<file path="config.mk">
export PLATFORM = sky130hd
export DESIGN_NAME = phase_cmd_receiver
export DESIGN_NICKNAME = d
export VERILOG_FILES = /design/src/rtl/phase_rx_pkg.sv /design/src/rtl/phase_cmd_receiver_timer.sv /design/src/rtl/phase_cmd_receiver.sv
export SDC_FILE = /design/constraint.sdc
export NUM_CORES = 1
export LEC_CHECK = 0
export ABC_AREA = 1
export BUFFER_PORTS_ARGS = -buffer_cell sky130_fd_sc_hd__buf_4
export CAP_MARGIN = 20
export CORE_ASPECT_RATIO = 1.1
export CORE_MARGIN = 2
export CORE_UTILIZATION = 35
export DETAILED_ROUTE_END_ITERATION = 10
export SKIP_CTS_REPAIR_TIMING = 1
export SLEW_MARGIN = 20
export SYNTH_ARGS = -nofsm -noshare
export SYNTH_HDL_FRONTEND = slang
export SYNTH_SLANG_ARGS = --single-unit
</file>
<file path="constraint.sdc">
create_clock -name clk -period 1.8 [get_ports clk]
set_input_delay 0.27 -clock clk [delete_from_list [all_inputs] [get_ports clk]]
set_output_delay 0.27 -clock clk [all_outputs]
set_load 0.02 [all_outputs]
</file>
<file path="src/rtl/phase_rx_pkg.sv">
// Shared opcode/state encodings and field-sizing helper for the phase command receiver.
package phase_rx_pkg;

   typedef enum logic [7:0] {
      OP_SET    = 8'h01,
      OP_BURST  = 8'h02,
      OP_COMMIT = 8'h03,
      OP_READ   = 8'h04
   } opcode_e;

   typedef enum logic [2:0] {
      ST_IDLE,
      ST_ADDR,
      ST_DATA,
      ST_BURST,
      ST_TX
   } state_e;

   function automatic int bytes_for(input int bits);
      return (bits + 7) / 8;
   endfunction

endpackage

</file>
<file path="src/rtl/phase_cmd_receiver_timer.sv">
// Mid-command idle watchdog: expired is high on the TIMEOUT_CYCLES-th consecutive enabled cycle.
// Any cycle with clear set (or enable low at the parent) restarts the count from zero.
module cmd_timer #(
   parameter int TIMEOUT_CYCLES = 1024
) (
   input  logic clk,
   input  logic rst,
   input  logic clear,
   input  logic enable,
   output logic expired
);
   localparam int            CW   = $clog2(TIMEOUT_CYCLES + 1);
   localparam logic [CW-1:0] LAST = CW'(TIMEOUT_CYCLES - 1);

   logic [CW-1:0] cnt_q, cnt_d;

   always_comb begin
      cnt_d = cnt_q;
      if (clear) begin
         cnt_d = '0;
      end else if (enable && (cnt_q != LAST)) begin
         cnt_d = cnt_q + CW'(1);
      end
   end

   always_ff @(posedge clk) begin
      if (rst) cnt_q <= '0;
      else     cnt_q <= cnt_d;
   end

   assign expired = enable && (cnt_q == LAST);

endmodule

</file>
<file path="src/rtl/phase_cmd_receiver.sv">
// Host byte-stream decoder: SET/BURST fill a shadow table, COMMIT copies it to phases, READ echoes one phase.
// Outputs are registered (one cycle after the consuming byte); TX bytes are only written while txfifo_full is low.
module phase_cmd_receiver
   import phase_rx_pkg::*;
#(
   parameter int  CLK_FREQ       = 256,
   parameter int  OUT_FREQ       = 1,
   parameter int  NUM_CHANNELS   = 10,
   parameter int  TX_FIFO_LOAD_W = 13,
   parameter int  RX_FIFO_LOAD_W = 13,
   parameter int  TIMEOUT_CYCLES = 1024,
   localparam int PHASE_W        = $clog2(CLK_FREQ / OUT_FREQ)
) (
   input  logic                                 clk,
   input  logic                                 rst,
   input  logic [7:0]                           rxfifo_data,
   input  logic                                 rxfifo_valid,
   input  logic [RX_FIFO_LOAD_W-1:0]            rxfifo_load,
   input  logic                                 rxfifo_empty,
   output logic                                 rxfifo_rd,
   input  logic [TX_FIFO_LOAD_W-1:0]            txfifo_load,
   input  logic                                 txfifo_full,
   output logic                                 txfifo_wr,
   output logic [7:0]                           txfifo_data,
   output logic [NUM_CHANNELS-1:0][PHASE_W-1:0] phases,
   output logic                                 read_error,
   output logic                                 commit
);
   localparam int PHASE_BYTES = bytes_for(PHASE_W);
   localparam int ADDR_BYTES  = (bytes_for($clog2(NUM_CHANNELS)) > 1) ? bytes_for($clog2(NUM_CHANNELS)) : 1;
   localparam int PBW         = PHASE_BYTES * 8;
   localparam int AW          = ADDR_BYTES * 8;
   localparam int IDX_W       = (NUM_CHANNELS > 1) ? $clog2(NUM_CHANNELS) : 1;

   localparam logic [7:0]       PB_LAST = 8'(PHASE_BYTES - 1);
   localparam logic [7:0]       AB_LAST = 8'(ADDR_BYTES - 1);
   localparam logic [AW:0]      NCH     = (AW + 1)'(NUM_CHANNELS);
   localparam logic [IDX_W-1:0] CH_LAST = IDX_W'(NUM_CHANNELS - 1);

   state_e                               state_q, state_d;
   opcode_e                              op_q, op_d;
   logic [AW-1:0]                        addr_q, addr_d, addr_sh;
   logic [PBW-1:0]                       data_q, data_d, data_sh;
   logic [7:0]                           bcnt_q, bcnt_d;
   logic [IDX_W-1:0]                     ch_q, ch_d;
   logic [NUM_CHANNELS-1:0][PHASE_W-1:0] shadow_q, shadow_d;
   logic [NUM_CHANNELS-1:0][PHASE_W-1:0] phases_q, phases_d;
   logic                                 err_q, err_d;
   logic                                 commit_q, commit_d;
   logic                                 txwr_q, txwr_d;
   logic [7:0]                           txdat_q, txdat_d;

   logic byte_vld, busy, expired, sh_addr_ok, cur_addr_ok;
   logic unused_load;

   assign unused_load = ^{rxfifo_load, txfifo_load};

   assign byte_vld    = rxfifo_valid && (state_q != ST_TX);
   assign busy        = (state_q == ST_ADDR) || (state_q == ST_DATA) || (state_q == ST_BURST);
   assign rxfifo_rd   = !rst && !rxfifo_empty && (state_q != ST_TX);
   // Multi-byte fields arrive MSB first, so each byte shifts in at the bottom.
   assign addr_sh     = (addr_q << 8) | AW'(rxfifo_data);
   assign data_sh     = (data_q << 8) | PBW'(rxfifo_data);
   assign sh_addr_ok  = ({1'b0, addr_sh} < NCH);
   assign cur_addr_ok = ({1'b0, addr_q} < NCH);

   cmd_timer #(
      .TIMEOUT_CYCLES(TIMEOUT_CYCLES)
   ) u_timer (
      .clk    (clk),
      .rst    (rst),
      .clear  (!(busy && !byte_vld)),
      .enable (busy && !byte_vld),
      .expired(expired)
   );

   always_comb begin
      state_d  = state_q;
      op_d     = op_q;
      addr_d   = addr_q;
      data_d   = data_q;
      bcnt_d   = bcnt_q;
      ch_d     = ch_q;
      shadow_d = shadow_q;
      phases_d = phases_q;
      err_d    = 1'b0;
      commit_d = 1'b0;
      txwr_d   = 1'b0;
      txdat_d  = txdat_q;

      case (state_q)
         ST_IDLE: if (byte_vld) begin
            bcnt_d = '0;
            addr_d = '0;
            data_d = '0;
            ch_d   = '0;
            case (rxfifo_data)
               OP_SET:    begin state_d = ST_ADDR; op_d = OP_SET; end
               OP_READ:   begin state_d = ST_ADDR; op_d = OP_READ; end
               OP_BURST:  state_d = ST_BURST;
               OP_COMMIT: begin phases_d = shadow_q; commit_d = 1'b1; end
               default:   err_d = 1'b1;
            endcase
         end
         ST_ADDR: if (byte_vld) begin
            addr_d = addr_sh;
            if (bcnt_q == AB_LAST) begin
               bcnt_d = '0;
               if (op_q == OP_SET) begin
                  state_d = ST_DATA;
                  data_d  = '0;
               end else if (sh_addr_ok) begin
                  state_d = ST_TX;
                  data_d  = PBW'(phases_q[IDX_W'(addr_sh)]);
               end else begin
                  state_d = ST_IDLE;
                  err_d   = 1'b1;
               end
            end else begin
               bcnt_d = bcnt_q + 8'd1;
            end
         end
         ST_DATA: if (byte_vld) begin
            data_d = data_sh;
            if (bcnt_q == PB_LAST) begin
               state_d = ST_IDLE;
               if (cur_addr_ok) shadow_d[IDX_W'(addr_q)] = data_sh[PHASE_W-1:0];
               else             err_d = 1'b1;
            end else begin
               bcnt_d = bcnt_q + 8'd1;
            end
         end
         ST_BURST: if (byte_vld) begin
            data_d = data_sh;
            if (bcnt_q == PB_LAST) begin
               bcnt_d         = '0;
               shadow_d[ch_q] = data_sh[PHASE_W-1:0];
               if (ch_q == CH_LAST) state_d = ST_IDLE;
               else                 ch_d    = ch_q + IDX_W'(1);
            end else begin
               bcnt_d = bcnt_q + 8'd1;
            end
         end
         ST_TX: if (!txfifo_full) begin
            txwr_d  = 1'b1;
            txdat_d = data_q[PBW-1 -: 8];
            data_d  = data_q << 8;
            if (bcnt_q == PB_LAST) state_d = ST_IDLE;
            else                   bcnt_d  = bcnt_q + 8'd1;
         end
         default: state_d = ST_IDLE;
      endcase

      // A stalled command is abandoned; completed BURST entries stay in shadow.
      if (expired) begin
         state_d = ST_IDLE;
         err_d   = 1'b1;
      end
   end

   always_ff @(posedge clk) begin
      if (rst) begin
         state_q  <= ST_IDLE;
         op_q     <= OP_SET;
         addr_q   <= '0;
         data_q   <= '0;
         bcnt_q   <= '0;
         ch_q     <= '0;
         shadow_q <= '0;
         phases_q <= '0;
         err_q    <= 1'b0;
         commit_q <= 1'b0;
         txwr_q   <= 1'b0;
         txdat_q  <= '0;
      end else begin
         state_q  <= state_d;
         op_q     <= op_d;
         addr_q   <= addr_d;
         data_q   <= data_d;
         bcnt_q   <= bcnt_d;
         ch_q     <= ch_d;
         shadow_q <= shadow_d;
         phases_q <= phases_d;
         err_q    <= err_d;
         commit_q <= commit_d;
         txwr_q   <= txwr_d;
         txdat_q  <= txdat_d;
      end
   end

   assign phases      = phases_q;
   assign read_error  = err_q;
   assign commit      = commit_q;
   assign txfifo_wr   = txwr_q;
   assign txfifo_data = txdat_q;

endmodule

</file>
==> results.md <==
* Fraction of the mapped netlist area in adder cells at 0.9416%
* Worst hold path type: input port to flop
* Clock Path Buffers at 3
* RSZ-0062 raised after global routing: true
* Post-synthesis mux area share at 0%
* Die width at 159.4 µm
* Mean post-synth cell area at 6.775 µm²
* Die area at 27,900 µm²
* Pint at 7.998 mW
* Initial DRC Count at 775
* Placed Cells at 1,846
* Crit path launch type: flop
* Maximum resistive drop on vdd at 0.0005728 V
* Power share of the sequential group at 46.1%
* Comb power frac at 7.7%
* Max-cap viol count at 0
* Commonest cells post-synth: nor2_1 (359), nand2_1 (326), dfxtp_1 (215), o21ai_0 (148), inv_1 (84)
* Drt wl/cell at 14.74 µm
* DR pass1 iterations at 7
* Reg2Reg Depth at 13
* Switching power at 2.492 mW
* Fin cells at 1,900
* CTS clk-pin slew, worst paths at 0.06 ns
* # diodes at 0
* Worst reg2reg setup slack at 0.01 ns
* Avg Vias per Cell at 4.774
* Final Slew Violations at 0
* Area of the core at 26,140 µm²
* Fillcell total at 2,671
* Origin of the critical flop-to-flop path: bcnt_q[0]
* Switching share of power at 23.76%
* Root Buffer: clkbuf_16
* XOR/XNOR Fraction of Synth Area at 0.8475%
* Area fraction of the dominant cell type after synthesis at 46.27%
* Clk Latency, worst-skew pair at 0.51 ns
* Pin count of the biggest net entering global routing at 100
* Synth Instances at 1,373
* Post-Synth Simple-Gate Area at 33.05%
* CP endpoint kind: output port
* Synthesis Warnings at 0
* Area grow syn2layout at 30.01%
* Yosys top cell by area: dfxtp_1
* Synth unique cells at 30
* Mapped cell area at 9301 µm²
* Post-Place Setup Slack at -0.04429 ns
* Total GRT Usage at 19.52%
* Fin util at 46.26%
* Status: finished with violations
* Max Clock Skew at 0.01071 ns
* Layout cells sized above 1 at 19.25%
* Largest family of logic cells by synthesized area: simple AND/OR/NAND/NOR gates
* Hold Vio Cnt, Final at 0
* Largest cells by area after synthesis: dfxtp_1 (46%), nor2_1 (14%), nand2_1 (13%)
* Worst-path fanout max at 6
* Worst Tran Pin Value at 0.5497 ns
* Final HPWL DP at 19,810 µm
* Most frequent cell after synthesis: nor2_1
* Failing checks: negative setup slack
* Synth Register Bits at 215
* Initial core utilization at 35.58%
* Row Count at 62
* Worst hold start: rxfifo_data[7]
* Height of the die at 175.0 µm
* FFs w/ async S/R, synth at 0%
* Final Net Count at 1,578
* Setup ws final at -0.01111 ns
* Hold worst-path end: shadow_q[79]
* CTS tree: yes
* Via count at 9,071
* EDFF count, synth at 0
* Post-Syn Nets at 1,419
* GPL Wtd Cong at 0.8554
* Arrival time at the worst endpoint at 1.54 ns
* Worst Path Required at 1.53 ns
* Fin crit period at 1.811 ns
* Pwr/cell area at 867.5 nW/µm²
* # DRC at 0
* Relative slew slack at 63.22%
* Global-route wire length before repair at 44,030 µm
* Htree depth at 1
* Dpl cell area at 11,020 µm²
* I/O pin count at 131
* Final TNS setup at -0.01111 ns
* Crit Path Class: flop to output port
* Compound-Gate Fraction of Synth Area at 12.48%
* # port buffers at 104
* Tot Pwr at 10.49 mW
* Top FF cell, synth: dfxtp_1
* Seq/Total Area, Yosys at 46.27%
* Worst hold path depth at 3
* Final instance area at 12,090 µm²
* Seq. cell area at 4319 µm²
* Vias in the first global route at 8,353
* Final ANT Viol Nets at 0
* Worst R2R End: shadow_q[59]
* FMAX at 0.5521 GHz
* Hold WS at 0.07582 ns
* Lkg Pwr at 5.053 nW
* Final Cycle Share at 100.6%
* Inserted Clock Buffers at 23
* Multi-input gate area at 4537 µm²
* Total wire length at 28,010 µm
* Clock network fraction of total power at 46.2%
* Gr ovfl total at 0
* Initial antenna violation count at 0
* Clock sink total at 215
* Final setup vio count at 1
==> power by group through the flow <==
stage          sequential (mW)  combinational [mW]  clock, mW
2_1_floorplan             4.94               0.432          0
3_3_place_gp              4.93               0.751          0
3_5_place_dp              4.94               0.755          0
4_1_cts                   4.83               0.758       4.93
5_1_grt                   4.84               0.902       5.14
6_report                  4.84               0.812       4.84
==> layer usage <==
layer  global-route usage [%]  wire, µm  vias to the layer above
met4                    6.894       833                        0
li1                         -         -                     4657
met1                    26.08     12660                     4178
met5                        0         0                        -
met2                    32.45     13150                      192
met3                    2.658      1364                       44
==> area by class of cell <==
cell class                 count  share of cell area [%]
clock inverter                11                   1.128
clock buffer                  30                   5.225
timing repair buffer         195                   13.78
sequential                   215                   35.72
multi-input combinational   1007                   37.52
tap                          352                   3.642
inverter                      90                   2.990
==> worst max-delay path by stage <==
stage,depth (start not counted),to,slack [ns],startpoint
2_1_floorplan,12,shadow_q[45],0.04,bcnt_q[0]
3_3_place_gp,12,shadow_q[72],-0.02,bcnt_q[0]
3_5_place_dp,12,shadow_q[73],-0.04,bcnt_q[0]
4_1_cts,6,rxfifo_rd,-0.23,state_q[1]
5_1_grt,13,shadow_q[59],-0.07,bcnt_q[1]
6_report,6,rxfifo_rd,-0.01,state_q[2]
==> sequential cells by signal, summed over array words and instances (netlist names), 2 cells and up <==
register,flops
phases,80
shadow_q,80
u_timer.cnt_q,11
addr_q,8
bcnt_q,8
data_q,8
txfifo_data,8
ch_q,4
state_q,3
op_q,2
==> kinds of logic (layout without fill, tap and decap cells) <==
family / count (synthesis) / in the layout
AND/OR/NAND/NOR: 766 / 766
AO/OA/AOI/OAI: 225 / 225
flip-flops: 215 / 215
buffers and inverters: 151 / 326
XOR/XNOR: 9 / 9
adder cells (fa/ha/maj): 7 / 7
==> worst max-delay path: stages (launching register included) <==
cell	delay, ns
dfxtp_4	0.37
buf_6	0.13
nand2_4	0.08
inv_4	0.04
buf_6	0.12
nor3_4	0.15
buf_6	0.14
==> cell usage in the layout (no fill, tap or decap), types with 4 or more instances in the layout <==
| cell | n |
|---|---|
| a21oi_1 | 69 |
| buf_12 | 13 |
| buf_4 | 175 |
| buf_6 | 6 |
| clkbuf_1 | 4 |
| clkbuf_16 | 24 |
| clkinv_2 | 7 |
| dfxtp_1 | 209 |
| ha_1 | 6 |
| inv_1 | 74 |
| inv_2 | 5 |
| inv_4 | 6 |
| nand2_1 | 311 |
| nand2_2 | 14 |
| nand3_1 | 37 |
| nand3_2 | 7 |
| nand4_1 | 17 |
| nor2_1 | 350 |
| nor2_2 | 7 |
| nor2_4 | 7 |
| nor3_1 | 9 |
| o21ai_0 | 144 |
| o21ai_1 | 6 |
| xor2_1 | 6 |
No activity file was read; power rests on OpenSTA's default activity.
